**src/rtl/demux.sv**
```systemverilog
// Burst demultiplexer: splits a merged valid/data stream into two registered lanes, one burst per lane.
// Optional DEMUX_TAG_ROUTE_EN: the MSB of a burst's first word picks the lane instead of alternation.
module demux #(
  parameter int DATA_W = 8,
  parameter int CNT_W  = 8
) (
  input  logic              clk,
  input  logic              reset,
  input  logic [DATA_W-1:0] data_in_c,
  input  logic              valid_in_c,
  input  logic              full_0_c,
  input  logic              full_1_c,
  output logic [DATA_W-1:0] data_out_0_c,
  output logic              valid_out_0_c,
  output logic [DATA_W-1:0] data_out_1_c,
  output logic              valid_out_1_c,
  output logic              drop_c,
  output logic [CNT_W-1:0]  count_0_c,
  output logic [CNT_W-1:0]  count_1_c
);

  typedef enum logic [3:0] {
    IDLE_NEXT0 = 4'b0001,
    IDLE_NEXT1 = 4'b0010,
    ROUTE_0    = 4'b0100,
    ROUTE_1    = 4'b1000
  } state_t;

  state_t state_q, state_d;

  logic lane_sel;
  logic full_sel;
  logic idle0_lane, idle1_lane;
  logic drop_d, drop_q;

  logic [DATA_W-1:0] data_d  [2];
  logic [DATA_W-1:0] data_q  [2];
  logic              valid_d [2];
  logic              valid_q [2];
  logic [CNT_W-1:0]  count_d [2];
  logic [CNT_W-1:0]  count_q [2];

`ifdef DEMUX_TAG_ROUTE_EN
  // Both idle states collapse to one: the first word's tag chooses the lane.
  assign idle0_lane = data_in_c[DATA_W-1];
  assign idle1_lane = data_in_c[DATA_W-1];
`else
  assign idle0_lane = 1'b0;
  assign idle1_lane = 1'b1;
`endif

  always_ff @(posedge clk) begin
    if (reset) begin
      state_q <= IDLE_NEXT0;
    end else begin
      state_q <= state_d;
    end
  end

  always_comb begin
    state_d = state_q;
    case (state_q)
      IDLE_NEXT0: if (valid_in_c) state_d = lane_sel ? ROUTE_1 : ROUTE_0;
      IDLE_NEXT1: if (valid_in_c) state_d = lane_sel ? ROUTE_1 : ROUTE_0;
      ROUTE_0:    if (!valid_in_c) state_d = IDLE_NEXT1;
      ROUTE_1:    if (!valid_in_c) state_d = IDLE_NEXT0;
      default:    state_d = IDLE_NEXT0;
    endcase
  end

  // Destination lane of the word currently presented, and the fate of that word.
  always_comb begin
    lane_sel = 1'b0;
    case (state_q)
      IDLE_NEXT0: lane_sel = idle0_lane;
      IDLE_NEXT1: lane_sel = idle1_lane;
      ROUTE_0:    lane_sel = 1'b0;
      ROUTE_1:    lane_sel = 1'b1;
      default:    lane_sel = 1'b0;
    endcase
    full_sel = lane_sel ? full_1_c : full_0_c;
    drop_d   = valid_in_c & full_sel;
  end

  generate
    for (genvar gi = 0; gi < 2; gi++) begin : g_lane
      logic hit;

      always_comb begin
        hit         = valid_in_c && !full_sel && (lane_sel == 1'(gi));
        valid_d[gi] = hit;
        data_d[gi]  = hit ? data_in_c : '0;
        count_d[gi] = count_q[gi] + {{(CNT_W-1){1'b0}}, hit};
      end

      always_ff @(posedge clk) begin
        if (reset) begin
          valid_q[gi] <= 1'b0;
          data_q[gi]  <= '0;
          count_q[gi] <= '0;
        end else begin
          valid_q[gi] <= valid_d[gi];
          data_q[gi]  <= data_d[gi];
          count_q[gi] <= count_d[gi];
        end
      end
    end
  endgenerate

  always_ff @(posedge clk) begin
    if (reset) begin
      drop_q <= 1'b0;
    end else begin
      drop_q <= drop_d;
    end
  end

  assign data_out_0_c  = data_q[0];
  assign valid_out_0_c = valid_q[0];
  assign data_out_1_c  = data_q[1];
  assign valid_out_1_c = valid_q[1];
  assign drop_c        = drop_q;
  assign count_0_c     = count_q[0];
  assign count_1_c     = count_q[1];

endmodule

```
**config.mk**
```make
export PLATFORM = sky130hd
export DESIGN_NAME = demux
export DESIGN_NICKNAME = d
export VERILOG_FILES = /design/src/rtl/demux.sv
export SDC_FILE = /design/constraint.sdc
export NUM_CORES = 1
export LEC_CHECK = 0
export ABC_CLOCK_PERIOD_IN_PS = 2000
export CORE_MARGIN = 3
export CORE_UTILIZATION = 39
export CTS_CLUSTER_DIAMETER = 80
export DETAILED_ROUTE_END_ITERATION = 7
export PLACE_DENSITY = 0.79
export SLEW_MARGIN = 25
export SYNTH_ARGS = -nofsm -noshare
export SYNTH_HDL_FRONTEND = slang
export SYNTH_SLANG_ARGS = --single-unit
```
**constraint.sdc**
```tcl
create_clock -name clk -period 2 [get_ports clk]
set_clock_uncertainty 0.05 [all_clocks]
set_input_delay 0.2 -clock clk [delete_from_list [all_inputs] [get_ports clk]]
set_output_delay 0.2 -clock clk [all_outputs]
set_load 0.01 [all_outputs]
```
-- Word level (Yosys, flattened, before mapping)
Memories as Yosys holds them, arrays and structs flattened.
Index checks and enable logic that the tools add are counted.
Widths: inputs -> output; s select.
- add/subtract/negate cells: 2
- equality and inequality tests: 7
- muxes and demuxes: 18
- bitwise operators: 8
- reduce and logical (&&, ||, !) cells: 7
- operator list (cell ; count):
    $mux 8 ; 6
    $add 8x1->8 ; 2
    $mux 4 ; 4
    $pmux 4 s3 ; 1
    $mux 1 ; 7
    $or 1x1->1 ; 6
    $eq 4x1->1 const B ; 1
    $eq 4x2->1 const B ; 1
    $eq 4x3->1 const B ; 1
    $eq 4x4->1 const B ; 1
    $ne 2x2->1 const B ; 2
    $reduce_or 2->1 ; 2
    $logic_and 1x1->1 ; 3
    $reduce_and 3->1 ; 1
    $ne 2x1->1 const B ; 1
    $and 1x1->1 ; 1
    $logic_not 1->1 ; 1
    $not 1->1 ; 1
- bits in registers: 5
- RAM bits: 34
- input port bits: 13
- output and inout bits: 35
- word-level logic and storage cells: 47
- memories: 3
- memories (name ; words ; width ; read ports ; clocked after memory_dff ; write ports ; RTL line ; text):
    count_q ; 2 ; 8 ; 2 ; 0 ; 2 ; 41 ; logic [CNT_W-1:0] count_q [2];
    data_q ; 2 ; 8 ; 2 ; 0 ; 2 ; 37 ; logic [DATA_W-1:0] data_q [2];
    valid_q ; 2 ; 1 ; 2 ; 0 ; 2 ; 39 ; logic valid_q [2];

-- Depth between registers and ports, before layout
Gate-level depths: netlist (run 1).
- word-level depth: 9
- depth in mapped cells: 10
- mapped depth without buffers: 8

-- Worst setup path after synthesis (run 1)
OpenSTA, ideal clock, no wires.
- kind: reg-to-reg
- start: register state_q[1]
- end: memory count_q[1][6]
- setup time: 71 ps
- arrival: 1906 ps
- required time: 1879 ps
- slack: -26 ps
- stages on the path, launching flop included: 11
- path buffers: 2
- clock period less this slack: 2026 ps
- cell sequence: dfxtp_1 -> buf_2 -> xor2_1 -> and3b_1 -> buf_4 -> and2_1 -> ha_1 -> ha_1 -> nand2_1 -> or3_1 -> a21oi_1
- RTL lines (element ; RTL line ; text):
    from (decl) ; 29 ; state_t state_q, state_d;
    from (signal assigned) ; 56 ; state_q <= state_d;
    to (decl) ; 41 ;

==> results of run 1 <==
placed cells by master (no fill, tap or decap), types with 5 or more instances in the layout:
cell,n
nand3_1,6
clkdlybuf4s50_1,47
clkbuf_4,5
a21oi_1,7
or3_1,6
buf_4,8
and3_1,17
o21ai_0,6
dfxtp_1,37
nor2_1,7
routing by layer:
layer | global-route usage | vias up | share of wire
met5 | 0 | - | 0
met4 | 0.0881 | 0 | 0.024
met3 | 0.0598 | 7 | 0.041
met2 | 0.286 | 24 | 0.53
met1 | 0.161 | 531 | 0.40
li1 | - | 578 | -
layout make-up:
class	count	area (µm²)
sequential	39	783
multi-input combinational	89	596
timing repair buffer	55	531
fill	263	1150
clock buffer	6	51.3
clock inverter	2	35.0
tap	44	55.1
final timing paths:
| path | start | to | slack, ps | depth (start not counted) |
|---|---|---|---|---|
| setup reg to reg | state_q[2]$_SDFFE_PP0P_ | count_q[1][6]$_SDFF_PP0_ | 110 | 8 |
| hold / removal | data_in_c[1] | data_q[1][1]$_SDFF_PP0_ | 390 | 2 |
| setup / recovery | state_q[2]$_SDFFE_PP0P_ | count_q[1][6]$_SDFF_PP0_ | 110 | 8 |
| hold reg to reg | count_q[1][7]$_SDFF_PP0_ | count_q[1][7]$_SDFF_PP0_ | 450 | 2 |
power breakdown:
group | internal (W) | switching [W] | total, W
registers | 0.000788 | 0.00000913 | 0.000797
clock network | 0.000295 | 0.000250 | 0.000545
logic | 0.0000539 | 0.0000353 | 0.0000892
total | 0.00114 | 0.000294 | 0.00143
worst reg2reg max path: stages, from the launching register on:
cell and delay [ps]:
dfxtp_1 390, nor2_2 170, and3b_1 200, and2_1 130, ha_2 200, ha_4 150
nand2_1 70, or3_1 350, a21oi_1 140
cells by family (layout without fill, tap and decap cells):
group	Yosys count	in the layout	share of synthesized area
xor+xnor	9	9	0.0571
compound gates	15	15	0.0571
simple gates	61	61	0.263
buf+inv	6	63	0.0209
flops	39	39	0.566
fa+ha+maj	4	4	0.0363
state kept, by name (all words and copies together), names as in the netlist:
signal,cells
drop_c,1
valid_q,2
data_q,16
count_q,16
state_q,4
per-stage QoR:
stage / setup WS [ps] / utilization
after floorplan: 22.1 / -
after global placement: 57.1 / 0.609
after detailed placement: -10.2 / 0.609
after CTS: 49.3 / 0.636
after global routing: -49.2 / 0.640
final: 113 / 0.640
repair_timing:
action,CTS,global route
gates resized for setup,0,4
hold endpoints to repair,0,0
setup endpoints to repair,0,5
==> qor.yml, run 1 <==
status:
  status: "finished clean"
logic_synthesis:
  synth.cell_area_um2: 1380
  synth_area_leaders: "dfxtp_1 57%, and3_1 7.7%, ha_1 3.6%"
  avgSynthCellArea_um2: 10.3
  synth_edf_count: 0
  synthFlopType: "dfxtp_1"
  ys_ff_latch: 39
  synth.distinct_cells: 28
  async_flop_share: 0
  synth_commonest_cells: "39 x dfxtp_1, 17 x and3_1, 8 x nor2_1, 7 x a21oi_1"
  yosysTopAreaCellShare: 0.566
  synth.most_common_cell: "dfxtp_1"
  synth.largest_area_cell: "dfxtp_1"
  synthCells: 134
  synth_fp_nets: 151
  ys_seq_area_frac: 0.566
  yosysWarnings: 0
clock_tree:
  cts_setup_buffers: 0
  cts-root-buf: "clkbuf_4"
  clk_latency_ps: 350
  htreeDepth: 2
  clock_sinks: 39
  clock_path_buffers: 2
  cts.hold.buffers_added: 0
  path_clk_slew_ps: 110
  cts_tree: "yes"
  numCtsBuffers: 5
grt:
  grt_pass1_wl_um: 5170
  first_global_vias: 1179
  grt.total_usage: 0.161
  grt_max_degree: 20
  grt_overflow_total: 0
  antenna_found_initial: 0
setup_path:
  arrival_ps: 2130
  crit_type: "reg -> reg"
  path_cells: "nor2_2, and3b_1, and2_1, ha_2, ha_4, nand2_1, or3_1, a21oi_1"
  critPathMaxStageDelay_ps: 390
  start_kind: "flop"
  cpLargestDelayFamily: "simple AND/OR/NAND/NOR gates"
  cp_slowest_cell: "dfxtp_1"
  end_kind: "flop"
  path_buf_inv: 0
  cp.required_ps: 2240
  cp_max_fo: 5
die:
  start_util: 0.431
  coreArea_um2: 3200
  ioPinCount: 48
  die-area_um2: 4290
  die_w_um: 65.5
  die_y_um: 65.5
  row_count: 20
route:
  finalWirelength_um: 3120
  postRouteAntennaNets: 0
  first_pass_iters: 4
  vias_per_cell: 4.85
  vias: 1140
  drt_iter0_drc: 54
  drc: 0
  wl_per_cell_um: 13.3
power_and_ir_drop:
  powerDensity_nw_per_um2: 698
  worst_ir_drop_vdd_uv: 446
  leakage_nw: 0.826
  fin_total_pwr_w: 0.00143
timing:
  rsz0062_at_grt: "yes"
  setup_viol: 0
  finalCritPeriodShare: 0.944
  slew_headroom: 0.683
  finalMaxSlewViolations: 0
  fmax_ghz: 0.530
  tns_ps: 0
  finalHoldViolations: 0
  min_period_ps: 1890
  worst_pin_slew_ps: 475
  hold_ws_ps: 386
placed_design:
  dp_hpwl_um: 2380
  routabilityCongestion: 0.748
  postPlaceCellArea_um2: 1950
  dpl.cell_count: 227
  port_buffers: 47
layout:
  final_area_um2: 2050
  nets: 207
  area_growth_pct: 48.6
  n_antenna_cell: 0
  drive_gt1_frac: 0.120
  stdcell_count: 235
job:
  cap_violations: 0
hold_path:
  worstHoldPathType: "in -> reg"
Power figures use the tool's default switching activity.
==> run 2, diff against run 1 <==
Settings changed: CORE_MARGIN 3 to 2.
==> run 2 against run 1 <==
Compared with the run above: die area is 6.0% lower; total power down 7.5%; via count hardly changed; critical path type unchanged; global-route usage is 0.056 points lower; first-iteration DRC count decreased by 44%; cell count grew 0.85%.
==> qor.yml, run 2 (synthesized netlist as in run 1, its figures left out) <==
layout:
  n_antenna_cell: 0
  area.sequential_um2: 786
  drive_gt1_frac: 0.136
  top_regs: "count_q x16, data_q x16, state_q x4"
  nets: 207
  final_area_um2: 2040
  fill_cells: 294
  area_growth_pct: 48.0
  final_common_cell: "clkdlybuf4s50_1"
  layout_common_cells: "47 x clkdlybuf4s50_1, 35 x dfxtp_1, 17 x and3_1"
  multiInputGateArea_um2: 601
  final_util: 0.607
hold_path:
  min-delay-start: "data_in_c[1]"
  worstHoldPathType: "in -> reg"
die:
  start_util: 0.410
  row_count: 21
  coreArea_um2: 3360
  die-area_um2: 4030
  ioPinCount: 48
  die_y_um: 63.5
  die_w_um: 63.5
power_and_ir_drop:
  powerDensity_nw_per_um2: 649
  worst_ir_drop_vdd_uv: 356
  fin_total_pwr_w: 0.00132
  leakage_nw: 0.810
grt:
  grt_max_degree: 20
  antenna_found_initial: 0
  first_global_vias: 1150
  grt_overflow_total: 0
  grt_pass1_wl_um: 4950
  grt.total_usage: 0.160
clock_tree:
  path_clk_slew_ps: 120
  clock_sinks: 39
  cts-root-buf: "clkbuf_4"
  cts_tree: "yes"
  cts.hold.buffers_added: 0
  htreeDepth: 2
  numCtsBuffers: 5
  cts_setup_buffers: 0
  clk_latency_ps: 360
  clock_path_buffers: 2
job:
  cap_violations: 0
setup_path:
  crit_type: "reg -> reg"
  r2r_start: "state_q[1]$_SDFFE_PP0P_"
  end_kind: "flop"
  crit_start: "state_q[1]$_SDFFE_PP0P_"
  cp_max_fo: 3
  cp_slowest_cell: "dfxtp_2"
  critPathMaxStageDelay_ps: 380
  arrival_ps: 2120
  cp.required_ps: 2250
  path_cells: "xor2_2, and3b_1, and2_1, ha_2, ha_4, nand2_1, or3_1, a21oi_1"
  start_kind: "flop"
route:
  postRouteAntennaNets: 0
  finalWirelength_um: 2960
  first_pass_iters: 4
  vias_per_cell: 4.81
  drt_iter0_drc: 30
  wl_per_cell_um: 12.5
  vias: 1139
  drc: 0
status:
  status: "finished clean"
placed_design:
  routabilityCongestion: 0.786
  dp_hpwl_um: 2240
  port_buffers: 47
  postPlaceCellArea_um2: 1950
timing:
  finalMaxSlewViolations: 0
  finalHoldViolations: 0
  hold_ws_ps: 379
  tns_ps: 0
  fmax_ghz: 0.532
  rsz0062_at_grt: "yes"
  worst_pin_slew_ps: 470
  slew_headroom: 0.687
  min_period_ps: 1880
  setup_viol: 0
  finalCritPeriodShare: 0.939
==> run 2: cell count changes in the layout (fill, tap and decap cells not counted), sizes merged <==
cell and change:
bufinv -1, clkinvlp +1
==> run 2: repair_timing <==
item                       in CTS  in global routing
gates resized for setup         0                  7
hold endpoints to repair        0                  0
setup endpoints to repair       0                  7
==> run 2: power breakdown <==
| part | internal [W] | switching (W) | total, W | leakage (nW) |
|---|---|---|---|---|
| clock | 0.000173 | 0.000264 | 0.000436 | 0.0345 |
| combinational | 0.0000544 | 0.0000359 | 0.0000903 | 0.459 |
| sequential | 0.000789 | 0.00000862 | 0.000798 | 0.317 |
==> run 2: layer usage <==
layer	GRT usage	vias up	part of all wire
met4	0.0897	0	0.026
met5	0	-	0
met2	0.286	24	0.51
li1	-	577	-
met1	0.162	530	0.42
met3	0.0554	8	0.046
==> run 2: path summary, 6_finish.rpt <==
path / to / slack [ps] / depth (start not counted)
worst min register to register: count_q[1][7]$_SDFF_PP0_ / 440 / 2
worst min-delay path: data_q[1][1]$_SDFF_PP0_ / 380 / 2
worst max-delay path: count_q[1][6]$_SDFF_PP0_ / 120 / 8
worst max register to register: count_q[1][6]$_SDFF_PP0_ / 120 / 8
==> run 2: final cells by class <==
| type | instances | share of cell area |
|---|---|---|
| well taps | 46 | 0.0282 |
| clock inverters | 2 | 0.00797 |
| repair buffers | 55 | 0.260 |
| clock buffers | 6 | 0.0251 |
| multi-input cells | 89 | 0.294 |
| flip-flops and latches | 39 | 0.385 |
==> run 2: through the flow <==
step	setup slack, ps	instances
floorplan	22.1	134
global route	-9.29	237
finish	121	237
detailed placement	25.0	229
global placement	61.5	229
CTS	73.5	237
==> run 2: critical path, delay by kind of cell (launching register included) <==
kind	cells	cell delay, ps
compound gates	1	140
simple gates	4	720
xor+xnor	1	180
flops	1	380
fa+ha+maj	2	340
